`src/rtl/fifo_pkg.sv`:
```
// fifo_pkg
// Shared helpers for the register-array FIFO.
//   addr_w(depth)        : pointer width needed to address 'depth' entries
//   cnt_w(depth)         : occupancy counter width able to hold 0..depth
//   next_ptr(ptr, depth) : wrap-around pointer increment
//
// The wrap compares against depth-1 rather than relying on natural
// binary roll-over, so depths that are not a power of two still work.
package fifo_pkg;

  // Width of a read/write pointer for a FIFO with 'depth' entries.
  function automatic int addr_w(input int depth);
    return (depth < 2) ? 1 : $clog2(depth);
  endfunction

  // Width of the occupancy counter; it must represent 'depth' itself.
  function automatic int cnt_w(input int depth);
    return $clog2(depth + 1);
  endfunction

  // Advance a pointer by one, returning to zero after the last entry.
  function automatic int next_ptr(input int ptr, input int depth);
    return (ptr == depth - 1) ? 0 : ptr + 1;
  endfunction

endpackage : fifo_pkg

```
`src/rtl/reg_fifo_mem.sv`:
```
// reg_fifo_mem
// WIDTH x DEPTH register array used as FIFO storage.
//   clk   : write clock
//   we    : write enable, writes wdata into entry waddr on the rising edge
//   waddr : write address
//   wdata : write data
//   raddr : read address (asynchronous)
//   rdata : contents of entry raddr, combinational
//
// The array is deliberately not reset: its contents are only meaningful
// once the FIFO control logic has written them.
module reg_fifo_mem #(
  parameter int WIDTH  = 8,
  parameter int DEPTH  = 16,
  parameter int ADDR_W = 4
) (
  input  logic              clk,
  input  logic              we,
  input  logic [ADDR_W-1:0] waddr,
  input  logic [WIDTH-1:0]  wdata,
  input  logic [ADDR_W-1:0] raddr,
  output logic [WIDTH-1:0]  rdata
);

  logic [WIDTH-1:0] mem [DEPTH];

  // Synchronous write port. No reset, so this maps onto plain
  // enable flops.
  always_ff @(posedge clk) begin
    if (we) begin
      mem[waddr] <= wdata;
    end
  end

  // Asynchronous read port, giving the FIFO its fall-through behaviour.
  assign rdata = mem[raddr];

endmodule : reg_fifo_mem

```
`src/rtl/reg_fifo.sv`:
```
// reg_fifo
// Synchronous first-word-fall-through FIFO built on a register array.
//   clk       : clock, all state changes on the rising edge
//   rst       : synchronous reset, active low
//   wr_en     : write request
//   wr_data   : word to write
//   rd_en     : read (pop) request
//   rd_data   : head-of-queue word, valid whenever empty is 0
//   full      : count equals DEPTH
//   empty     : count equals 0
//   count     : number of stored words
//   overflow  : one-cycle pulse after a write attempted while full
//   underflow : one-cycle pulse after a read attempted while empty
//
// The head entry is read combinationally from the array, so a word
// written into an empty FIFO is visible on rd_data the cycle after the
// write edge, together with empty dropping.
module reg_fifo
  import fifo_pkg::*;
#(
  parameter int WIDTH = 8,
  parameter int DEPTH = 16
) (
  input  logic                      clk,
  input  logic                      rst,
  input  logic                      wr_en,
  input  logic [WIDTH-1:0]          wr_data,
  input  logic                      rd_en,
  output logic [WIDTH-1:0]          rd_data,
  output logic                      full,
  output logic                      empty,
  output logic [cnt_w(DEPTH)-1:0]   count,
  output logic                      overflow,
  output logic                      underflow
);

  localparam int ADDR_W = addr_w(DEPTH);
  localparam int CNT_W  = cnt_w(DEPTH);

  logic [ADDR_W-1:0] wr_ptr_q, wr_ptr_d;
  logic [ADDR_W-1:0] rd_ptr_q, rd_ptr_d;
  logic [CNT_W-1:0]  count_q, count_d;
  logic              overflow_q, overflow_d;
  logic              underflow_q, underflow_d;

  logic full_s;
  logic empty_s;
  logic wr_accept;
  logic rd_accept;
  logic mem_we;

  // Status flags come straight from the registered count, so they change
  // in the same cycle as the count and reflect the state before the edge
  // when used in the accept decisions below.
  assign full_s  = (count_q == CNT_W'(DEPTH));
  assign empty_s = (count_q == '0);

  // Accept decisions. A full FIFO refuses the write even when a pop
  // happens on the same edge, and an empty FIFO refuses the read even
  // when a push happens on the same edge.
  always_comb begin
    wr_accept = wr_en && !full_s;
    rd_accept = rd_en && !empty_s;
  end

  // Next-state logic for pointers, occupancy and the error pulses.
  // Rejected requests leave pointers and storage untouched and only
  // raise the matching error pulse for one cycle.
  always_comb begin
    wr_ptr_d    = wr_ptr_q;
    rd_ptr_d    = rd_ptr_q;
    count_d     = count_q;
    overflow_d  = wr_en && !wr_accept;
    underflow_d = rd_en && !rd_accept;

    if (wr_accept) begin
      wr_ptr_d = ADDR_W'(next_ptr(32'(wr_ptr_q), DEPTH));
    end

    if (rd_accept) begin
      rd_ptr_d = ADDR_W'(next_ptr(32'(rd_ptr_q), DEPTH));
    end

    case ({wr_accept, rd_accept})
      2'b10:   count_d = count_q + CNT_W'(1);
      2'b01:   count_d = count_q - CNT_W'(1);
      default: count_d = count_q;
    endcase
  end

  // State registers. Reset wins over any request on the same edge and
  // clears everything except the storage array.
  always_ff @(posedge clk) begin
    if (!rst) begin
      wr_ptr_q    <= '0;
      rd_ptr_q    <= '0;
      count_q     <= '0;
      overflow_q  <= 1'b0;
      underflow_q <= 1'b0;
    end else begin
      wr_ptr_q    <= wr_ptr_d;
      rd_ptr_q    <= rd_ptr_d;
      count_q     <= count_d;
      overflow_q  <= overflow_d;
      underflow_q <= underflow_d;
    end
  end

  // Gate the array write with reset so a request during reset leaves
  // storage as it was.
  assign mem_we = wr_accept && rst;

  reg_fifo_mem #(
    .WIDTH  (WIDTH),
    .DEPTH  (DEPTH),
    .ADDR_W (ADDR_W)
  ) u_mem (
    .clk   (clk),
    .we    (mem_we),
    .waddr (wr_ptr_q),
    .wdata (wr_data),
    .raddr (rd_ptr_q),
    .rdata (rd_data)
  );

  assign full      = full_s;
  assign empty     = empty_s;
  assign count     = count_q;
  assign overflow  = overflow_q;
  assign underflow = underflow_q;

endmodule : reg_fifo

```
`config.mk`:
```
export PLATFORM = sky130hd
export DESIGN_NAME = reg_fifo
export DESIGN_NICKNAME = d
export VERILOG_FILES = /design/src/rtl/fifo_pkg.sv /design/src/rtl/reg_fifo_mem.sv /design/src/rtl/reg_fifo.sv
export SDC_FILE = /design/constraint.sdc
export NUM_CORES = 1
export LEC_CHECK = 0
export ABC_CLOCK_PERIOD_IN_PS = 3900
export BUFFER_PORTS_ARGS = -buffer_cell sky130_fd_sc_hd__buf_4
export CAP_MARGIN = 40
export CELL_PAD_IN_SITES_DETAIL_PLACEMENT = 1
export CELL_PAD_IN_SITES_GLOBAL_PLACEMENT = 2
export CORE_MARGIN = 4
export CORE_UTILIZATION = 45
export CTS_CLUSTER_DIAMETER = 80
export DETAILED_ROUTE_END_ITERATION = 8
export GPL_TIMING_DRIVEN = 0
export PLACE_DENSITY = 0.8
export SLEW_MARGIN = 0
export SYNTH_ARGS = -nofsm -noshare
export SYNTH_HDL_FRONTEND = slang
export SYNTH_SLANG_ARGS = --single-unit
export TNS_END_PERCENT = 100
```
`constraint.sdc`:
```
create_clock -name clk -period 3.9 [get_ports clk]
set_input_delay 0.39 -clock clk [delete_from_list [all_inputs] [get_ports clk]]
set_output_delay 0.39 -clock clk [all_outputs]
set_load 0.05 [all_outputs]
```
==> qor.txt, run 1 <==
Die outline area = 0.01487 mm²
# resized after CTS = 0
P_int = 3192 µW
Setup Total Neg Slack = 0 ns
Sequential area share after synthesis = 72.29%
Setup crit start kind = flop
Detailed placer's ending HPWL = 8712 µm
Largest net degree at the start of global routing = 17
Via count = 3,071
Post-synth top area share = 65.78%
Power per cell area = 662.8 mW/mm²
DRT antenna net count = 0
Reg2reg start = count[0]
Post-synth top cells = edfxtp_1 (128), mux4_2 (32), dfxtp_1 (19), nand2_1 (18)
Worst EP required = 3.51 ns
Initial antenna violation count = 0
Arr. time, crit path = 2.49 ns
Die height = 122.0 µm
Max cap viols = 0
Min-delay worst type = in -> reg
Flop pwr share = 40.1%
Wirelength per Cell = 23.44 µm
Endpoints failing setup = 0
Clock Tree Buf Depth = 2
Setup Crit Path Kind = reg -> out
Worst slew pin tran = 0.8968 ns
Syn. warnings = 0
FP Rows = 41
Core box area = 0.01267 mm²
CP endpoint = rd_data[5]
Skew final = 0.007270 ns
IO Pins = 29
Clock-pin slew on the worst setup and hold paths = 0.06 ns
Post-CTS Setup Bufs = 0
Die X = 122.0 µm
Unrepaired setup endpoints after global routing = no
Worst slack, placed = 1.011 ns
Nets@finish = 397
Synth async-reset ratio = 0%
I/O Buffers = 28
Switching Power = 1383 µW
Vias in the first global route = 3,261
Fill count = 1,180
CTS H-tree depth = 4
Diodes inserted = 0
Clock Latency Late Sink = 0.42 ns
Mapped Nets = 341
Highest Clock Rate = 347.7 MHz
Total Wirelength = 13,120 µm
Via/cell ratio = 5.484
Cell type with the largest total area after synthesis = edfxtp_1
GPL Wtd Cong = 0.7693
First-pass GRT wire length = 19,840 µm
Most common cell in the synthesized netlist = edfxtp_1
Total track usage = 19.10%
Fin crit share = 73.75%
Post-Syn Area = 0.005843 mm²
Sw Ratio = 30.23%
DRC = 0
Root Driver = clkbuf_16
Hold path depth = 2
Largest cells by area after synthesis = edfxtp_1 (66%), mux4_2 (12%), dfxtp_1 (6.5%), a22oi_1 (2.1%), ha_1 (1.9%)
R2R Path End = count[3]
Syn avg cell area = 18.32 µm²
Leakage = 0.002347 µW
CTS tree = done
Post-layout min period = 2.876 ns
Flops & latches, synth = 147
Initial DRC count = 319
Worst R2R Path Depth = 9
EDFF count, synth = 128
Cts hold-fix bufs = 0
Top_reg_cell synth = edfxtp_1
Flop-to-flop setup slack = 1.08 ns
Num Clock Sinks = 147
Initial core utilization = 46.11%
Worst setup margin = 1.024 ns
Worst ir drop on vdd = 0.0004371 V
Slew headroom = 39.99%
Clock buffer count from CTS = 17
Clock power share = 33.8%
Overflow left after global routing = 0
Count of different cell masters after synthesis = 37
Final Hold Fails = 0
Synthesis-to-layout area growth = 18.14%
Status = finished clean
CP Capture Type = primary output
Slew Limit Fails = 0
Crit Path Max Fanout = 10
Fraction of layout cells with a size suffix above 1 = 28.61%
Logic pwr share = 26.1%
Gate Count Post-Synth = 319
Drt pass-1 iters = 4
metal layers:
layer | routed length [µm] | vias to the layer above | track usage (%) | share of wire [%]
met3 | 590 | 21 | 4.596 | 4.5
met2 | 6974 | 73 | 31.94 | 53
li1 | - | 1387 | - | -
met1 | 5285 | 1590 | 24.17 | 40
met4 | 275 | 0 | 7.633 | 2.1
met5 | 0 | - | 0 | 0
layout make-up:
cell class / instances / area (µm²) / area share, %
clock inverter: 14 / 140.1 / 2.030
clock buffer: 18 / 429.2 / 6.217
timing repair buffer: 37 / 275.3 / 3.988
inverter: 4 / 15.01 / 0.2175
tap: 172 / 215.2 / 3.118
multi-input combinational: 152 / 1533 / 22.20
sequential: 147 / 4224 / 61.19
buffer: 16 / 71.32 / 1.033
state kept, by name, indices dropped and copies added, names as in the netlist, named ones only:
signal,count
underflow,1
count,5
wr_ptr_q,4
rd_ptr_q,4
u_mem.mem,128
overflow,1
kinds of logic after synthesis:
group | count (synthesis) | share of synthesized area [%]
compound gates | 33 | 4.347
xor+xnor | 3 | 0.4498
fa+ha+maj | 10 | 2.270
buf+inv | 20 | 1.477
flops | 147 | 72.29
mux | 37 | 13.19
simple gates | 69 | 5.974
worst min path at each step:
stage                      startpoint          end
after floorplan           rd_ptr_q[3]         flop
after global placement    rd_ptr_q[3]  rd_ptr_q[3]
after detailed placement  rd_ptr_q[3]  rd_ptr_q[3]
after CTS                       wr_en     overflow
after global routing            wr_en     overflow
final                           wr_en     overflow
power by group through the flow:
stage               sequential, µW  combinational [µW]  clock [µW]
finish                        1830                1200        1550
global placement              1860                1190           0
floorplan                     1940                 804           0
CTS                           1830                1220        1570
detailed placement            1870                1210           0
global route                  1840                1290        1660
layout by cell type (no fill, tap or decap), types with 2 or more instances in the layout:
cell	count
a21boi_0	2
nor2b_1	6
edfxtp_1	128
nand2_1	18
buf_2	4
and3_1	2
buf_4	38
mux2i_1	5
xnor2_1	3
dfxtp_1	19
clkinvlp_4	4
nand2b_1	4
inv_1	4
nand3_1	8
clkbuf_1	8
a21o_1	2
mux4_2	32
nor2_1	16
ha_1	9
bufinv_16	2
clkinv_2	4
nor3_1	4
and2_1	5
clkinv_4	3
clkbuf_16	17
a21oi_1	4
a31oi_1	2
buf_1	4
a22oi_1	16
nand4b_1	2
metrics by stage:
stage          total power [µW]  hold slack (ns)  cells  util, %  cell area (µm²)
2_1_floorplan              2741           0.4714    319        -             5843
3_3_place_gp               3053           0.5086    519    49.47             6269
3_5_place_dp               3073           0.5115    526    49.89             6321
4_1_cts                    4625           0.1891    558    54.38             6890
5_1_grt                    4789           0.2089    560    54.48             6903
6_report                   4575           0.2076    560    54.48             6903
worst max-delay path: stages, from the launching register on:
cell     delay (ns)
dfxtp_1        0.43
buf_1          0.61
mux4_2         0.43
a22oi_1        0.26
nand2_1        0.12
buf_4          0.21
(Power assumes the default switching activity.)
==> inputs of run 2 (changes only) <==
--- a/config.mk
+++ b/config.mk
@@ -5,17 +5,17 @@
 export SDC_FILE = /design/constraint.sdc
 export NUM_CORES = 1
 export LEC_CHECK = 0
-export ABC_CLOCK_PERIOD_IN_PS = 3900
+export ABC_CLOCK_PERIOD_IN_PS = 2500
 export BUFFER_PORTS_ARGS = -buffer_cell sky130_fd_sc_hd__buf_4
 export CAP_MARGIN = 40
 export CELL_PAD_IN_SITES_DETAIL_PLACEMENT = 1
 export CELL_PAD_IN_SITES_GLOBAL_PLACEMENT = 2
 export CORE_MARGIN = 4
-export CORE_UTILIZATION = 45
+export CORE_UTILIZATION = 42
 export CTS_CLUSTER_DIAMETER = 80
 export DETAILED_ROUTE_END_ITERATION = 8
 export GPL_TIMING_DRIVEN = 0
-export PLACE_DENSITY = 0.8
+export PLACE_DENSITY = 0.79
 export SLEW_MARGIN = 0
 export SYNTH_ARGS = -nofsm -noshare
 export SYNTH_HDL_FRONTEND = slang
==> constraint.sdc (replaced) <==
create_clock -name clk -period 2.5 [get_ports clk]
set_input_delay 0.25 -clock clk [delete_from_list [all_inputs] [get_ports clk]]
set_output_delay 0.25 -clock clk [all_outputs]
set_load 0.05 [all_outputs]
==> qor.txt, run 2 (synthesis results as in run 1) <==
Status = finished clean
Overflow left after global routing = 0 (unchanged)
Min-delay worst type = in -> reg
Worst setup margin = 0.05359 ns (-0.9700 ns)
Worst slack, placed = -0.1598 ns (-1.171 ns)
CTS H-tree depth = 4 (unchanged)
Clock Tree Buf Depth = 2 (unchanged)
GPL Wtd Cong = 0.7174 (-6.7%)
Final Hold Fails = 0 (unchanged)
CP Capture Type = flop
Max cap viols = 0 (unchanged)
Placed Cells = 526 (unchanged)
Clock Latency Late Sink = 0.42 ns (about the same)
Wirelength per Cell = 22.55 µm (-3.8%)
Crit Path Max Fanout = 6 (-4)
Biggest register = u_mem.mem
Skew final = 0.008389 ns (+0.001119 ns)
Slew Limit Fails = 0 (unchanged)
FP Rows = 42 (+2.4%)
Critical path's most frequent cell = ha_4
Clock-pin slew on the worst setup and hold paths = 0.06 ns (about the same)
Power per cell area = 1057 mW/mm² (+59%)
Highest Clock Rate = 408.8 MHz
Fin crit share = 97.86%
Drt pass-1 iters = 4 (unchanged)
First-pass GRT wire length = 19,710 µm (-0.66%)
Slew headroom = 43.86% (+3.9 points)
Die height = 126.0 µm (+3.3%)
Nets@finish = 392 (-1.3%)
Worst slew pin tran = 0.8389 ns (-0.05790 ns)
Initial antenna violation count = 0 (unchanged)
Core box area = 0.01345 mm² (+6.2%)
Crit-path slowest cell = or4_4
Via/cell ratio = 5.549 (+1.2%)
Diodes inserted = 0 (unchanged)
Setup crit start kind = flop
Total track usage = 17.04% (-2.1 points)
IO Pins = 29 (unchanged)
Largest net degree at the start of global routing = 17 (unchanged)
Initial core utilization = 43.43% (-2.7 points)
Clock buffer count from CTS = 17 (unchanged)
Endpoints failing setup = 0 (unchanged)
Die X = 126.0 µm (+3.3%)
Layout Cells excl Fill = 559 (-0.18%)
Die outline area = 0.01586 mm² (+6.7%)
CTS tree = done
Num Clock Sinks = 147 (unchanged)
Slowest stage delay, CP = 0.56 ns (-0.05 ns)
Cts hold-fix bufs = 0 (unchanged)
I/O Buffers = 28 (unchanged)
Detailed placer's ending HPWL = 8479 µm (-2.7%)
Worst path cell trace = or4_4 -> o21ai_4 -> inv_2 -> ha_4 -> ha_4 -> a21o_2 -> a21oi_1 -> or4b_4 -> nand3_1
Setup Total Neg Slack = 0 ns (unchanged)
Arr. time, crit path = 2.80 ns (+0.31 ns)
Share of the core filled with cells = 52.29% (-2.2 points)
Fraction of layout cells with a size suffix above 1 = 33.16% (+4.6 points)
Max reg flops = 128 (unchanged)
Leakage = 0.002386 µW (+1.6%)
Via count = 3,102 (+1.0%)
DRT antenna net count = 0 (unchanged)
Most common cell after layout, fill and taps aside = edfxtp_1
Worst ir drop on vdd = 0.0005285 V (+21%)
Worst EP required = 2.85 ns (-0.66 ns)
Commonest cells after routing, fill and taps aside = edfxtp_1 (128), mux4_2 (32), buf_4 (30), nand2_1 (18), clkbuf_16 (17)
Synthesis-to-layout area growth = 20.39%
Unrepaired setup endpoints after global routing = yes
Pwr Total = 7436 µW (+63%)
Total Wirelength = 12,610 µm (-4.0%)
DRC = 0 (unchanged)
Initial DRC count = 281 (-12%)
Setup Crit Path Kind = reg -> reg
Post-layout min period = 2.446 ns
Vias in the first global route = 3,368 (+3.3%)
Root Driver = clkbuf_16
-- run 2: cell count changes in the layout (fill, tap and decap cells not counted), sizes merged --
cell	previous run	this run
buf	46	41
clkinv	8	3
clkinvlp	4	0
clkbuf	25	34
-- run 2: cell type report --
type,instances,area [µm²]
fill,1274,6419
timing repair buffer,33,240.2
clock inverter,5,75.07
inverter,4,15.01
sequential,147,4234
clock buffer,27,513.0
multi-input combinational,152,1622
tap,176,220.2
buffer,15,115.1
-- run 2: through the flow --
step           hold slack [ns]  area (µm²)
2_1_floorplan           0.3489        5882
6_report               0.07758        7034
3_3_place_gp            0.4826        6312
4_1_cts                0.05486        6975
5_1_grt                0.06999        7034
3_5_place_dp            0.4994        6327
-- run 2: what timing repair did --
action	CTS	global route
hold endpoints to repair	0	0
buffers inserted	1	1
endpoints found under the setup margin	23	43
pin swaps	1	1
resized for setup	16	13
-- run 2: layer usage --
layer  global-route usage (%)  vias up  routed length, µm
met5                        0        -                  0
met4                    7.760        0                349
met3                    4.022       27                465
met2                    28.23       67               6502
met1                    21.38     1629               5287
li1                         -     1379                  -
-- run 2: path summary, 6_finish.rpt --
| kind | from | to | slack, ns | cells past startpoint |
|---|---|---|---|---|
| setup / recovery | count[0] | count[3] | 0.05 | 9 |
| hold / removal | wr_en | overflow | 0.08 | 2 |
| setup reg to reg | count[0] | count[3] | 0.05 | 9 |
| hold reg to reg | rd_ptr_q[3] | rd_ptr_q[3] | 0.53 | 2 |
-- run 2: report_power, final --
group	total, µW	internal (µW)	leakage [µW]	switching, µW
Combinational	2070	911	0.000784	1160
Clock	2490	1600	0.000291	892
Sequential	2880	2770	0.00131	106
Total	7440	5280	0.00239	2150
-- run 2: critical path: cells and delay by family (launching register included) --
family	cells	cell delay, ns
AOI/OAI and AO/OA	3	0.36
adders and majority gates	2	0.45
buffers and inverters	1	0.07
DFF	1	0.37
and+or+nand+nor	3	1.14
